### src/rtl/uartin.sv
// uartin: 8N1 UART receiver feeding the byte FIFO through an active-low write strobe.
// Latency: 2 synchroniser cycles + floor(CDIV/2) + 9*CDIV (+CDIV with parity) + 1 from rx fall to n_wr low.
// Backpressure: n_full is sampled once, at the stop-bit sample; a full FIFO drops the byte and pulses ovr.
//
// Ports:
//   clk      system clock, rising edge
//   rst      asynchronous reset, active-high
//   rx       serial input, asynchronous to clk, idles high
//   n_full   FIFO status, low when the FIFO is full
//   port     last accepted byte, held until the next accepted byte
//   n_wr     FIFO write strobe, low for one cycle per accepted byte
//   ferr     framing-error pulse (stop bit sampled low)
//   ovr      overrun pulse (good byte dropped because the FIFO was full)
//   perr     parity-error pulse, present only with UARTIN_PARITY_EN
//
// Build option: define UARTIN_PARITY_EN for 8E1 frames (parity bit after bit 7,
// stop bit one bit time later, perr output added). Undefined gives plain 8N1.
module uartin #(
  parameter int CDIV = 434
) (
  input  logic       clk,
  input  logic       rst,
  input  logic       rx,
  input  logic       n_full,
  output logic [7:0] port,
  output logic       n_wr,
  output logic       ferr,
  output logic       ovr
`ifdef UARTIN_PARITY_EN
  ,
  output logic       perr
`endif
);

  localparam int CW = (CDIV > 1) ? $clog2(CDIV) : 1;
  localparam logic [CW-1:0] HALF = CW'(CDIV / 2);
  localparam logic [CW-1:0] LAST = CW'(CDIV - 1);
`ifdef UARTIN_PARITY_EN
  // Data bits 0..7 followed by the parity bit at index 8.
  localparam logic [3:0] LAST_IDX = 4'd8;
`else
  localparam logic [3:0] LAST_IDX = 4'd7;
`endif

  typedef enum logic [2:0] {
    S_IDLE,
    S_START,
    S_DATA,
    S_STOP,
    S_BREAK
  } state_t;

  state_t          r_state;
  state_t          w_next;

  logic            r_sync1;
  logic            r_sync2;
  logic            w_rxs;

  logic [CW-1:0]   r_cnt;
  logic [3:0]      r_idx;
  logic [7:0]      r_shift;
`ifdef UARTIN_PARITY_EN
  logic            r_par;
  logic            w_par_bad;
  logic            w_perr;
`endif

  logic            w_tick_half;
  logic            w_tick_bit;
  logic            w_wr;
  logic            w_ferr;
  logic            w_ovr;

  // ---------------------------------------------------------------------------
  // Two-flop synchroniser; reset to the idle line level so a reset does not
  // look like a start edge.
  // ---------------------------------------------------------------------------
  always_ff @(posedge clk or posedge rst) begin
    if (rst) begin
      r_sync1 <= 1'b1;
      r_sync2 <= 1'b1;
    end else begin
      r_sync1 <= rx;
      r_sync2 <= r_sync1;
    end
  end

  assign w_rxs = r_sync2;

  // START waits half a bit to land on the middle of the start bit; every later
  // sample is one full bit time after the previous one.
  assign w_tick_half = (r_cnt == HALF);
  assign w_tick_bit  = (r_cnt == LAST);

`ifdef UARTIN_PARITY_EN
  // Even parity: data bits plus parity bit must have an even number of ones.
  assign w_par_bad = ^{r_shift, r_par};
`endif

  // ---------------------------------------------------------------------------
  // FSM: state register
  // ---------------------------------------------------------------------------
  always_ff @(posedge clk or posedge rst) begin
    if (rst) begin
      r_state <= S_IDLE;
    end else begin
      r_state <= w_next;
    end
  end

  // ---------------------------------------------------------------------------
  // FSM: next state
  // ---------------------------------------------------------------------------
  always_comb begin
    w_next = r_state;
    case (r_state)
      S_IDLE: begin
        if (!w_rxs) begin
          w_next = S_START;
        end
      end
      S_START: begin
        // A start bit that is high again at mid-bit was a glitch.
        if (w_tick_half) begin
          w_next = w_rxs ? S_IDLE : S_DATA;
        end
      end
      S_DATA: begin
        if (w_tick_bit && (r_idx == LAST_IDX)) begin
          w_next = S_STOP;
        end
      end
      S_STOP: begin
        // Leaving at mid stop bit lets a start edge right after the nominal
        // stop-bit end be caught.
        if (w_tick_bit) begin
          w_next = w_rxs ? S_IDLE : S_BREAK;
        end
      end
      S_BREAK: begin
        // A held-low line reports one ferr; wait here until it releases.
        if (w_rxs) begin
          w_next = S_IDLE;
        end
      end
      default: w_next = S_IDLE;
    endcase
  end

  // ---------------------------------------------------------------------------
  // FSM: outputs (decided at the stop-bit sample, registered below)
  // ---------------------------------------------------------------------------
  always_comb begin
    w_wr   = 1'b0;
    w_ferr = 1'b0;
    w_ovr  = 1'b0;
`ifdef UARTIN_PARITY_EN
    w_perr = 1'b0;
`endif
    if ((r_state == S_STOP) && w_tick_bit) begin
      if (!w_rxs) begin
        // Framing error wins over a parity error on the same frame.
        w_ferr = 1'b1;
`ifdef UARTIN_PARITY_EN
      end else if (w_par_bad) begin
        w_perr = 1'b1;
`endif
      end else if (n_full) begin
        w_wr = 1'b1;
      end else begin
        w_ovr = 1'b1;
      end
    end
  end

  // ---------------------------------------------------------------------------
  // Bit timing counter, bit index and shift register
  // ---------------------------------------------------------------------------
  always_ff @(posedge clk or posedge rst) begin
    if (rst) begin
      r_cnt <= '0;
    end else begin
      case (r_state)
        S_START:         r_cnt <= w_tick_half ? '0 : r_cnt + CW'(1);
        S_DATA, S_STOP:  r_cnt <= w_tick_bit  ? '0 : r_cnt + CW'(1);
        default:         r_cnt <= '0;
      endcase
    end
  end

  always_ff @(posedge clk or posedge rst) begin
    if (rst) begin
      r_idx <= '0;
    end else if (r_state != S_DATA) begin
      r_idx <= '0;
    end else if (w_tick_bit) begin
      r_idx <= r_idx + 4'd1;
    end
  end

  // LSB arrives first, so new bits enter at the top and shift down.
  always_ff @(posedge clk or posedge rst) begin
    if (rst) begin
      r_shift <= '0;
    end else if ((r_state == S_DATA) && w_tick_bit && !r_idx[3]) begin
      r_shift <= {w_rxs, r_shift[7:1]};
    end
  end

`ifdef UARTIN_PARITY_EN
  always_ff @(posedge clk or posedge rst) begin
    if (rst) begin
      r_par <= 1'b0;
    end else if ((r_state == S_DATA) && w_tick_bit && r_idx[3]) begin
      r_par <= w_rxs;
    end
  end
`endif

  // ---------------------------------------------------------------------------
  // Registered outputs: strobes are one-cycle pulses in the cycle after the
  // stop-bit sample; port is loaded on the same edge n_wr falls.
  // ---------------------------------------------------------------------------
  always_ff @(posedge clk or posedge rst) begin
    if (rst) begin
      port <= 8'h00;
      n_wr <= 1'b1;
      ferr <= 1'b0;
      ovr  <= 1'b0;
    end else begin
      n_wr <= ~w_wr;
      ferr <= w_ferr;
      ovr  <= w_ovr;
      if (w_wr) begin
        port <= r_shift;
      end
    end
  end

`ifdef UARTIN_PARITY_EN
  always_ff @(posedge clk or posedge rst) begin
    if (rst) begin
      perr <= 1'b0;
    end else begin
      perr <= w_perr;
    end
  end
`endif

endmodule
### config.mk
export PLATFORM = sky130hd
export DESIGN_NAME = uartin
export DESIGN_NICKNAME = d
export VERILOG_FILES = /design/src/rtl/uartin.sv
export SDC_FILE = /design/constraint.sdc
export NUM_CORES = 1
export LEC_CHECK = 0
export ABC_AREA = 1
export BUFFER_PORTS_ARGS = -buffer_cell sky130_fd_sc_hd__buf_2
export CORE_UTILIZATION = 52
export DETAILED_ROUTE_END_ITERATION = 8
export GPL_TIMING_DRIVEN = 0
export PLACE_DENSITY = 0.74
export SYNTH_ARGS = -nofsm -noshare
export SYNTH_HDL_FRONTEND = slang
export SYNTH_SLANG_ARGS = --single-unit
### constraint.sdc
create_clock -name clk -period 1.4 [get_ports clk]
set_input_delay 0.07 -clock clk [delete_from_list [all_inputs] [get_ports clk]]
set_output_delay 0.07 -clock clk [all_outputs]
set_load 0.005 [all_outputs]
==> impl_metrics.json <==
{
  "post_synth_and_or_nand_nor_area_fraction_pct": 27.0,
  "synth-adder-area-share_pct": 2.12,
  "run_status": "complete, but fails checks",
  "finalCriticalPeriod_ns": 1.50,
  "path_delay_family": "simple AND/OR/NAND/NOR gates",
  "yosys_warnings": 0,
  "fraction_of_layout_cells_with_a_size_suffix_above_1_pct": 55.2,
  "floorplan.die.height_um": 60.4,
  "worst_skew_pair.late_latency_ns": 0.37,
  "final_critical_path_setup_slack_ns": -0.100,
  "clock_tree.htree_level_count": 2,
  "max-clock-path-buffers": 2,
  "power.density_cell_area_nw_per_um2": 812,
  "slew_headroom_pct": 49.6,
  "crit_arrival_ns": 1.77,
  "unrepaired_setup_endpoints_after_global_routing": "yes",
  "final_net_count": 254,
  "global_route_wire_length_before_repair_mm": 6.11,
  "synth-compound-area-share_pct": 9.95,
  "cpMaxStageDelayCell": "dfrtp_1",
  "wl_per_cell_um": 14.5,
  "synth_top_family_by_area": "simple AND/OR/NAND/NOR gates",
  "hold_ws_ns": 0.346,
  "cp_max_fo": 7,
  "vias_in_the_first_global_route": 1402,
  "routed_wl_mm": 4.24,
  "finClkSkew_ns": 0.00828,
  "post_synth_xor_area_fraction_pct": 1.48,
  "fmax_ghz": 0.666,
  "hpwlAfterDp_mm": 2.29,
  "layout-area-overhead-vs-synth_pct": 43.0,
  "coreArea_um2": 3150,
  "io_pins": 15,
  "grt_max_degree": 38,
  "postSynthNetCount": 204,
  "number_of_buffers_created_by_cts": 5,
  "antenna_diode_count": 0,
  "num_vias": 1538,
  "routabilityCongestion": 0.809,
  "failed_checks": "setup timing",
  "worstPathBufferInverterCount": 3,
  "yosysUniqueCellTypes": 24,
  "synth_sequential_area_ratio_pct": 52.4,
  "starting_density_of_the_core_pct": 56.2,
  "hold_class": "input port to flop",
  "maxSlewViolCount": 0,
  "synth_area_um2": 1770,
  "ys_seq_elements": 37,
  "fin_util_pct": 80.4,
  "syn_inst": 197,
  "cts-root-buf": "clkbuf_4",
  "detailedRoute.firstPassIterationCount": 5,
  "cts.sinks": 37,
  "startpoint_type": "flop",
  "vias_per_cell": 5.27,
  "yosys-mux-area-fraction_pct": 0,
  "worst_setup_hold_path_clk_slew_ns": 0.12,
  "portBuffers": 14,
  "worst_path_largest_cell_delay_ns": 0.42,
  "max_cap_viols": 0,
  "drt_drc_violations_left": 0,
  "leftover_overflow_at_the_end_of_global_routing": 0,
  "synth.avg_cell_area_um2": 9.00,
  "ant_nets": 0,
  "setup_viol": 30,
  "design.die.area_um2": 3650,
  "grtUsageTotal_pct": 23.9,
  "tritoncts": "built",
  "worstPathCellList": "inv_2 > ha_4 > nand2_4 > nor2_4 > nand2_4 > inv_6 > nand3_4 > buf_8 > nand2_2 > o21ai_2",
  "final.period_utilization_pct": 107,
  "critical_path_endpoint_category": "flop",
  "finalHoldViolCount": 0,
  "dpl_worst_slack_ns": -0.221,
  "worst_slew_pin_slew_ns": 0.755,
  "floorplan.rows": 20,
  "antenna_found_initial": 0,
  "ir_worst_vdd_uv": 992,
  "total_leakage_power_nw": 1.17,
  "die_x_um": 60.4,
  "required_ns": 1.67,
  "crit_top_cell": "nand2_4",
  "detailedRoute.firstIterationViolations": 82,
  "timing_worst_setup_path_type": "flop to flop"
}
-- registers in the layout, indices dropped and copies added (netlist names) --
register	flops
port	8
n_wr	1
ferr	1
r_sync2	1
r_shift	8
r_cnt	9
r_idx	4
r_sync1	1
ovr	1
r_state	3
-- power breakdown --
part	leakage (nW)	switching [mW]	internal (mW)
Sequential	0.490	0.00213	1.07
Clock	0.0552	0.392	0.552
Combinational	0.624	0.0286	0.0102
-- synth_stat cells --
master,instances,area [µm²]
dfstp_2,3,78.8
nand2_1,51,191
dfrtp_1,34,851
nor2_4,1,11.3
buf_6,2,22.5
nand2_4,1,11.3
inv_6,1,8.76
ha_1,3,37.5
or2_2,1,6.26
a31oi_1,1,6.26
xor2_1,1,8.76
nand3_1,10,50.1
nor3_1,1,5.00
nand4_1,4,25.0
inv_2,5,18.8
xnor2_1,2,17.5
nand2_2,5,31.3
inv_1,20,75.1
nor4_1,1,6.26
nor2_2,3,18.8
o21ai_0,6,30.0
nor2_1,23,86.3
nand3_4,2,35.0
o21ai_2,16,140
-- cells in the final DEF, fill, tap and decap left out, types with 2 or more instances in the layout --
cell / synthesis / layout
buf_16: 0 / 2
buf_2: 0 / 14
buf_4: 0 / 17
buf_6: 2 / 6
buf_8: 0 / 3
bufinv_16: 0 / 2
clkbuf_4: 0 / 5
dfrtp_1: 34 / 33
dfstp_2: 3 / 3
dlygate4sd3_1: 0 / 3
ha_4: 0 / 3
inv_1: 20 / 17
inv_2: 5 / 7
nand2_1: 51 / 26
nand2_2: 5 / 25
nand2_4: 1 / 5
nand3_1: 10 / 7
nand3_2: 0 / 2
nand3_4: 2 / 3
nand4_1: 4 / 4
nor2_1: 23 / 10
nor2_2: 3 / 11
nor2_4: 1 / 6
o21ai_1: 0 / 4
o21ai_2: 16 / 17
xnor2_1: 2 / 2
-- path summary, 6_finish.rpt --
| path | start | endpoint | slack (ns) | depth (start not counted) |
|---|---|---|---|---|
| setup / recovery | r_cnt[1]$_DFF_PP0_ | port[2]$_DFFE_PP0P_ | -0.10 | 10 |
| hold / removal | rx | r_sync1$_DFF_PP1_ | 0.35 | 2 |
| setup reg to reg | r_cnt[1]$_DFF_PP0_ | port[2]$_DFFE_PP0P_ | -0.10 | 10 |
| hold reg to reg | r_sync1$_DFF_PP1_ | r_sync2$_DFF_PP1_ | 0.36 | 0 |
| max in group asynchronous | rst | r_cnt[0]$_DFF_PP0_ | 0.51 | 3 |
| min in group asynchronous | rst | r_shift[6]$_DFFE_PP0P_ | 0.37 | 3 |
-- metal layers --
metal | share of wire [%] | track usage [%] | wire length, µm | vias to the layer above
met5 | 0 | 0 | 0 | -
met4 | 3.1 | 15.6 | 131 | 0
met3 | 3.3 | 8.53 | 140 | 17
met2 | 51 | 37.2 | 2170 | 42
met1 | 42 | 27.8 | 1800 | 749
li1 | - | - | - | 730
-- what timing repair did --
action,4_1_cts,5_1_grt
gates resized for setup,35,49
endpoints found under the hold margin,2,34
cloned,2,0
endpoints found under the setup margin,32,32
pin swaps,7,17
setup buffers,16,8
hold buffers,2,1
-- metrics by stage --
stage	instances	cell area, µm²	power [mW]	setup TNS [ns]
global placement	255	1900	1.13	-2.66
CTS	283	2290	2.06	-0.861
finish	292	2530	2.06	-1.80
detailed placement	255	1900	1.13	-4.76
global route	292	2530	2.12	-3.41
floorplan	197	1770	1.12	-0.0184
-- cells by family (layout without fill, tap and decap cells) --
logic type               Yosys count  count (layout)
flip-flops                        37              37
XOR/XNOR                           3               3
adder cells (fa/ha/maj)            3               3
buffers and inverters             28              79
AND/OR/NAND/NOR                  103             103
AO/OA/AOI/OAI                     23              23
-- final cells by class --
cell class	count	area [µm²]
Sequential cell	37	931
Clock buffer	5	37.5
Buffer	2	30.0
Timing Repair Buffer	43	365
Tap cell	44	55.1
Inverter	26	115
Clock inverter	3	65.1
Fill cell	191	618
Multi-Input combinational cell	132	936
(Power assumes the default switching activity.)
